## src/rtl/mem_access_ctrl.sv

```systemverilog
`default_nettype none
// ============================================================================
// Module   : mem_access_ctrl
// Purpose  : Sequences one EX/MEM load/store over a req/ack data-memory port,
//            stalls upstream until completion, flags misalignment and timeout.
// Revision : 1.0  initial release
// ============================================================================
module mem_access_ctrl #(
    parameter int n       = 32,
    parameter int TIMEOUT = 16
) (
    input  logic         clk,
    input  logic         reset_in,
    input  logic         MemRead_in,
    input  logic         MemWrite_in,
    input  logic [n-1:0] ALU_Result_in,
    input  logic [n-1:0] RT_data_in,
    input  logic         mem_ack,
    input  logic [n-1:0] mem_rdata,
    output logic         mem_req,
    output logic         mem_we,
    output logic [n-1:0] mem_addr,
    output logic [n-1:0] mem_wdata,
    output logic         stall,
    output logic [n-1:0] load_data,
    output logic         load_valid,
    output logic         err_valid,
    output logic [1:0]   err_code
);

    localparam int CW = $clog2(TIMEOUT) + 1;

    localparam logic [1:0] c_IDLE = 2'd0;
    localparam logic [1:0] c_REQ  = 2'd1;
    localparam logic [1:0] c_DONE = 2'd2;

    localparam logic [1:0] c_ERR_NONE  = 2'b00;
    localparam logic [1:0] c_ERR_ALIGN = 2'b01;
    localparam logic [1:0] c_ERR_TMO   = 2'b10;

    localparam logic [CW-1:0] c_CNT_LAST = CW'(TIMEOUT - 1);

    logic [1:0]    state_q,  state_d;
    logic [CW-1:0] cnt_q,    cnt_d;
    logic          req_q,    req_d;
    logic          we_q,     we_d;
    logic [n-1:0]  addr_q,   addr_d;
    logic [n-1:0]  wdata_q,  wdata_d;
    logic [n-1:0]  ldata_q,  ldata_d;
    logic [1:0]    err_q,    err_d;

    logic w_access;
    logic w_aligned;
    logic w_cnt_last;
    logic w_in_idle;
    logic w_in_req;
    logic w_in_done;

    assign w_access   = MemRead_in | MemWrite_in;
    assign w_aligned  = (ALU_Result_in[1:0] == 2'b00);
    assign w_cnt_last = (cnt_q == c_CNT_LAST);
    assign w_in_idle  = (state_q == c_IDLE);
    assign w_in_req   = (state_q == c_REQ);
    assign w_in_done  = (state_q == c_DONE);

    always_comb begin
        state_d = state_q;
        cnt_d   = cnt_q;
        req_d   = req_q;
        we_d    = we_q;
        addr_d  = addr_q;
        wdata_d = wdata_q;
        ldata_d = ldata_q;
        err_d   = err_q;

        case (state_q)
            c_IDLE: begin
                if (w_access) begin
                    if (w_aligned) begin
                        // A simultaneous read+write flag resolves to a write.
                        addr_d  = ALU_Result_in;
                        wdata_d = RT_data_in;
                        we_d    = MemWrite_in;
                        req_d   = 1'b1;
                        cnt_d   = '0;
                        err_d   = c_ERR_NONE;
                        state_d = c_REQ;
                    end else begin
                        err_d   = c_ERR_ALIGN;
                        ldata_d = '0;
                        state_d = c_DONE;
                    end
                end
            end

            c_REQ: begin
                // Ack on the final counted cycle still completes successfully.
                if (mem_ack) begin
                    req_d   = 1'b0;
                    state_d = c_DONE;
                    if (!we_q) begin
                        ldata_d = mem_rdata;
                    end
                end else if (w_cnt_last) begin
                    req_d   = 1'b0;
                    err_d   = c_ERR_TMO;
                    ldata_d = '0;
                    state_d = c_DONE;
                end else begin
                    cnt_d = cnt_q + CW'(1);
                end
            end

            c_DONE: begin
                // Error code lives only for the DONE cycle.
                err_d   = c_ERR_NONE;
                state_d = c_IDLE;
            end

            default: begin
                req_d   = 1'b0;
                err_d   = c_ERR_NONE;
                state_d = c_IDLE;
            end
        endcase
    end

    always_ff @(posedge clk) begin
        if (!reset_in) begin
            state_q <= c_IDLE;
            cnt_q   <= '0;
            req_q   <= 1'b0;
            we_q    <= 1'b0;
            addr_q  <= '0;
            wdata_q <= '0;
            ldata_q <= '0;
            err_q   <= c_ERR_NONE;
        end else begin
            state_q <= state_d;
            cnt_q   <= cnt_d;
            req_q   <= req_d;
            we_q    <= we_d;
            addr_q  <= addr_d;
            wdata_q <= wdata_d;
            ldata_q <= ldata_d;
            err_q   <= err_d;
        end
    end

    assign mem_req    = req_q;
    assign mem_we     = we_q;
    assign mem_addr   = addr_q;
    assign mem_wdata  = wdata_q;
    assign load_data  = ldata_q;
    assign err_code   = err_q;
    assign err_valid  = w_in_done & (err_q != c_ERR_NONE);
    assign load_valid = w_in_done & (err_q == c_ERR_NONE) & ~we_q;

    // Reset gating keeps the pipeline free to flush while held in reset.
    assign stall = reset_in & ((w_in_idle & w_access) | w_in_req);

endmodule
`default_nettype wire

```

## config.mk

```make
export PLATFORM = sky130hd
export DESIGN_NAME = mem_access_ctrl
export DESIGN_NICKNAME = d
export VERILOG_FILES = /design/src/rtl/mem_access_ctrl.sv
export SDC_FILE = /design/constraint.sdc
export NUM_CORES = 1
export LEC_CHECK = 0
export ABC_CLOCK_PERIOD_IN_PS = 5750
export CORE_ASPECT_RATIO = 0.75
export CORE_UTILIZATION = 43
export CTS_CLUSTER_SIZE = 24
export DETAILED_ROUTE_END_ITERATION = 6
export GPL_ROUTABILITY_DRIVEN = 0
export PLACE_DENSITY = 0.87
export SKIP_CTS_REPAIR_TIMING = 1
export SYNTH_ARGS = -nofsm -noshare
export SYNTH_HDL_FRONTEND = slang
export SYNTH_SLANG_ARGS = --single-unit
export TNS_END_PERCENT = 1
```

## constraint.sdc

```tcl
create_clock -name clk -period 5.75 [get_ports clk]
set_clock_uncertainty 0.05 [all_clocks]
set_input_delay 1.15 -clock clk [delete_from_list [all_inputs] [get_ports clk]]
set_output_delay 1.15 -clock clk [all_outputs]
set_load 0.01 [all_outputs]
```

=== After elaboration in Yosys (flattened, before gate mapping) ===
Index checks and enable logic that the tools add are counted.

* Div/mod/pow operators: 0
* Shift operators: 0
* Magnitude comparators: 0
* Multipliers: 0
* Add/sub/neg operators: 1
* Equality and inequality tests: 11
* Multiplexer cells: 25
* Reduce and logical (&&, ||, !) cells: 11
* Bitwise gates (word level): 9

{| class="wikitable"
|+ Operators by type and width
! cell !! number
|-
| $mux 32 || 5
|-
| $pmux 32 s2 || 1
|-
| $mux 5 || 4
|-
| $mux 2 || 6
|-
| $ne 2x2->1 const B || 6
|-
| $pmux 5 s2 || 1
|-
| $reduce_and 5->1 || 2
|-
| $pmux 2 s2 || 2
|-
| $logic_not 2->1 || 3
|-
| $ne 3x3->1 const B || 2
|-
| $reduce_and 3->1 || 2
|-
| $add 5x1->5 const B || 1
|-
| $and 1x1->1 || 5
|-
| $eq 5x4->1 const B || 1
|-
| $mux 1 || 5
|-
| $reduce_and 4->1 || 1
|-
| $reduce_bool 2->1 || 2
|-
| $pmux 1 s3 || 1
|-
| $eq 2x1->1 const B || 1
|-
| $eq 2x2->1 const B || 1
|-
| $not 1->1 || 2
|-
| $or 1x1->1 || 2
|-
| $reduce_and 2->1 || 1
|}

* Word-level logic and storage cells: 65
* Bits in registers: 107
* Memories kept: 0
* Memory bits (read-only): 0
* Bits in latches: 0
* Memory bits (writable): 0

=== Logic depth before layout (Yosys ltp) ===
* Depth after elaboration: 4
* Depth in mapped cells: 9
* Mapped depth without buffers: 7

=== Least setup slack after synthesis ===
Ideal clock, no wire load.

* Kind: input port to output port
* Start point: input port reset_in
* End point: output port stall
* Data arrival time: 1.613 ns
* Required time: 4.550 ns
* Setup slack: 2.937 ns
* Buffers on the path: 0
* Stages: 2
* Cells stage by stage: clkinv_1 -> nor3_1

* Word-level cells in the longest chain between the ends: 1

{| class="wikitable"
|+ RTL lines
! item !! line !! source
|-
| from (decl) || 13 || <nowiki>input logic reset_in,</nowiki>
|-
| $and 1x1->1 || 160 || <nowiki>assign stall = reset_in & ((w_in_idle & w_access) | w_in_req);</nowiki>
|-
| to (decl) || 24 || <nowiki>output logic stall,</nowiki>
|}

No other way between the ends.

=== Worst setup path in the final report ===
Same ends and word-level chain as after synthesis.

==> qor.tcl <==
set qor(area_of_the_core_sq_um) 9084
set qor(sequentialPowerShare) 0.455
set qor(max_clock_freq_mhz) 246.3
set qor(worst_r2r_startpoint) {state_q[1]}
set qor(ys_dominant_reg_cell) {sky130_fd_sc_hd__dfxtp_1}
set qor(row_count) 30
set qor(detailroute.via_count) 3931
set qor(detailedPlacementHpwl_microns) 8081
set qor(post-synth-top-count-cell) {sky130_fd_sc_hd__nand2_1}
set qor(pre_cts_ws_ns) 1.689
set qor(via_per_inst) 4.926
set qor(die_w_microns) 113.8
set qor(die_height_microns) 85.86
set qor(power_frac_clock) 0.401
set qor(finalHoldViolCount) 0
set qor(critical_path_arrival_ns) 2.86
set qor(drive_gt1_frac) 0.04179
set qor(fill_cells) 737
set qor(synthesis.area_per_instance_sq_um) 8.381
set qor(wire_length_of_the_first_global_routing_pass_microns) 17730
set qor(timing.critical_path.fanout_max) 40
set qor(power.density_nw_per_um2) 268.7
set qor(clock_path_buffers) 2
set qor(r2r-end) {mem_wdata[10]}
set qor(yosys.cell_types.count) 35
set qor(syn-num-nets) 584
set qor(yosys-top-cells-count) {sky130_fd_sc_hd__nand2_1, sky130_fd_sc_hd__dfxtp_1, sky130_fd_sc_hd__a21oi_1, sky130_fd_sc_hd__mux2i_1, sky130_fd_sc_hd__clkbuf_1}
set qor(synth-warning-count) 0
set qor(slew_viol_final) 0
set qor(finalSetupViolations) 0
set qor(io_pins) 204
set qor(grt_setup_unrepaired) {no}
set qor(cts.htree.levels) 3
set qor(grt_pass1_vias) 3747
set qor(asyncSetResetFlopFracSynth) 0
set qor(clock_latency_on_the_worst_skew_pair_ns) 0.34
set qor(p_sw_frac) 0.2258
set qor(regToRegSetupSlack_ns) 2.96
set qor(grt_antenna_before_repair) 0
set qor(final_cell_count_no_fill) 798
set qor(timing_worst_slew_pin_value_ns) 1.113
set qor(initial_core_util) 0.4438
set qor(area_used_by_multi_input_combinational_logic_sq_um) 1700
set qor(synth_top_cell_area_share) 0.5313
set qor(cell_accounting_for_the_most_synthesized_area) {sky130_fd_sc_hd__dfxtp_1}
set qor(grt_use_total) 0.2299
set qor(setup_tns_ns) 0
set qor(antenna-diode-count) 0
set qor(status) {complete, no violations}
set qor(detail_route.iter0.violations) 200
set qor(synthCells) 481
set qor(synth_top_cells_by_area) {sky130_fd_sc_hd__dfxtp_1, sky130_fd_sc_hd__nand2_1, sky130_fd_sc_hd__a21oi_1, sky130_fd_sc_hd__mux2i_1, sky130_fd_sc_hd__clkbuf_1}
set qor(clock-sinks) 107
set qor(layout.core_utilization) 0.7072
set qor(holdCritPathClass) {flip-flop to flip-flop}
set qor(worst_setup_path_end_kind) {output port}
set qor(timing.critical_path.required_ns) 4.55
set qor(maxCapViolations) 0
set qor(grt_overflow_total) 0
set qor(p_leak_nw) 2.348
set qor(syn-cell-area_sq_um) 4031
set qor(synth-edff-count) 0
set qor(antenna_violating_nets_post_route) 0
set qor(ir_drop_uv) 178.1
set qor(area_taken_by_flip_flops_and_latches_sq_um) 2142
set qor(timing.max_slew.rel_slack) 0.2580
set qor(period_needed_ns) 4.061
set qor(cts_inserted_buffers) 9
set qor(holdPathStages) 2
set qor(netSwitchingPower_mw) 0.3896
set qor(tritoncts) {done}
set qor(detailedRoute.firstPassIterationCount) 4
set qor(synth-seq-area-share) 0.5313
set qor(crit_path_kind) {input port to output port}
set qor(period_share) 0.7062
set qor(route.detailed.wl_per_inst_microns) 14.31
set qor(num-nets-final) 768
set qor(fp.dieArea_sq_um) 9771
set qor(clock_tree_root_buffer_cell) {sky130_fd_sc_hd__clkbuf_16}
set qor(final_worst_path_setup_slack_ns) 1.689
set qor(drc_errors) 0
set qor(port_buffers) 203
set qor(area_growth_from_synthesis_to_layout_pct) 59.34
set qor(clk_pin_slew_ns) 0.07
set qor(share_comb_of_total_power) 0.144
set qor(drt-total-wl_microns) 11420
set qor(crit_path_start_kind) {input port}
set qor(ys_ff_latch) 107
set qor(min_from) {mem_addr[2]}
set qor(r2r_cells) 5
set qor(grt_max_degree) 70
set qor(timing.hold.worst_endpoint) {mem_addr[2]}
set qor(place.detailed.instances) 782
set qor(cell_internal_pwr_mw) 1.336
[stage by stage]
stage	total power, mW	cell area (sq um)	hold WS, ns
after floorplan	0.9215	4031	0.3738
after global placement	1.042	6076	0.3888
after detailed placement	1.049	6076	0.3977
after CTS	1.739	6424	0.4071
after global routing	1.787	6424	0.4239
final	1.726	6424	0.4041
[area by class of cell]
class                      instances  share of cell area
clock buffer                      13             0.04363
clock inverter                     3             0.01052
inverter                           3            0.001753
multi-input combinational        337              0.2647
sequential                       107              0.3335
tap                              128             0.02493
timing repair buffer             207              0.3210
[registers in the layout, summed over array words and instances, names as in the netlist]
name,flops
cnt_q,5
err_code,2
load_data,32
mem_addr,32
mem_req,1
mem_wdata,32
mem_we,1
state_q,2
[cells in the final DEF (no fill, tap or decap), types with 3 or more instances in the layout]
cell type	instances
sky130_fd_sc_hd__a21oi_1	64
sky130_fd_sc_hd__and3_1	5
sky130_fd_sc_hd__buf_4	4
sky130_fd_sc_hd__clkbuf_16	9
sky130_fd_sc_hd__clkbuf_8	4
sky130_fd_sc_hd__clkdlybuf4s50_1	203
sky130_fd_sc_hd__dfxtp_1	107
sky130_fd_sc_hd__mux2i_1	32
sky130_fd_sc_hd__nand2_1	192
sky130_fd_sc_hd__nor2_1	10
sky130_fd_sc_hd__nor3_1	3
sky130_fd_sc_hd__nor4_1	4
sky130_fd_sc_hd__o21ai_0	4
[routing by layer]
layer	vias to the layer above	track usage	part of all wire
met2	152	0.4274	0.51
met5	-	0	0
met1	1831	0.2550	0.41
met3	17	0.06290	0.069
met4	0	0.07438	0.014
li1	1931	-	-
[worst max-delay path: stages]
cell and delay, ns:
sky130_fd_sc_hd__clkdlybuf4s50_1 0.45, sky130_fd_sc_hd__buf_4 0.36, sky130_fd_sc_hd__inv_2 0.06, sky130_fd_sc_hd__nor3_1 0.25, sky130_fd_sc_hd__clkdlybuf4s50_1 0.58
[power groups by stage]
stage               Combinational (mW)  Clock (mW)  Sequential, mW
floorplan                        0.113           0           0.808
global placement                 0.243           0           0.800
detailed placement               0.248           0           0.802
CTS                              0.249       0.706           0.785
global route                     0.266       0.733           0.788
finish                           0.248       0.693           0.785
[logic make-up after synthesis]
| family | count (synthesis) | synth area share |
|---|---|---|
| simple gates | 225 | 0.2278 |
| flops | 107 | 0.5313 |
| compound gates | 78 | 0.1037 |
| buf+inv | 37 | 0.05152 |
| mux | 32 | 0.07945 |
| fa+ha+maj | 2 | 0.006206 |
[how the worst max path moves through the flow]
| stage | from | to | slack (ns) | cells past startpoint |
|---|---|---|---|---|
| after floorplan | reset_in | stall | 2.94 | 2 |
| after global placement | reset_in | stall | 1.72 | 5 |
| after detailed placement | reset_in | stall | 1.69 | 5 |
| after CTS | reset_in | stall | 1.68 | 5 |
| after global routing | reset_in | stall | 1.56 | 5 |
| final | reset_in | stall | 1.69 | 5 |
No activity file was read; power rests on OpenSTA's default activity.
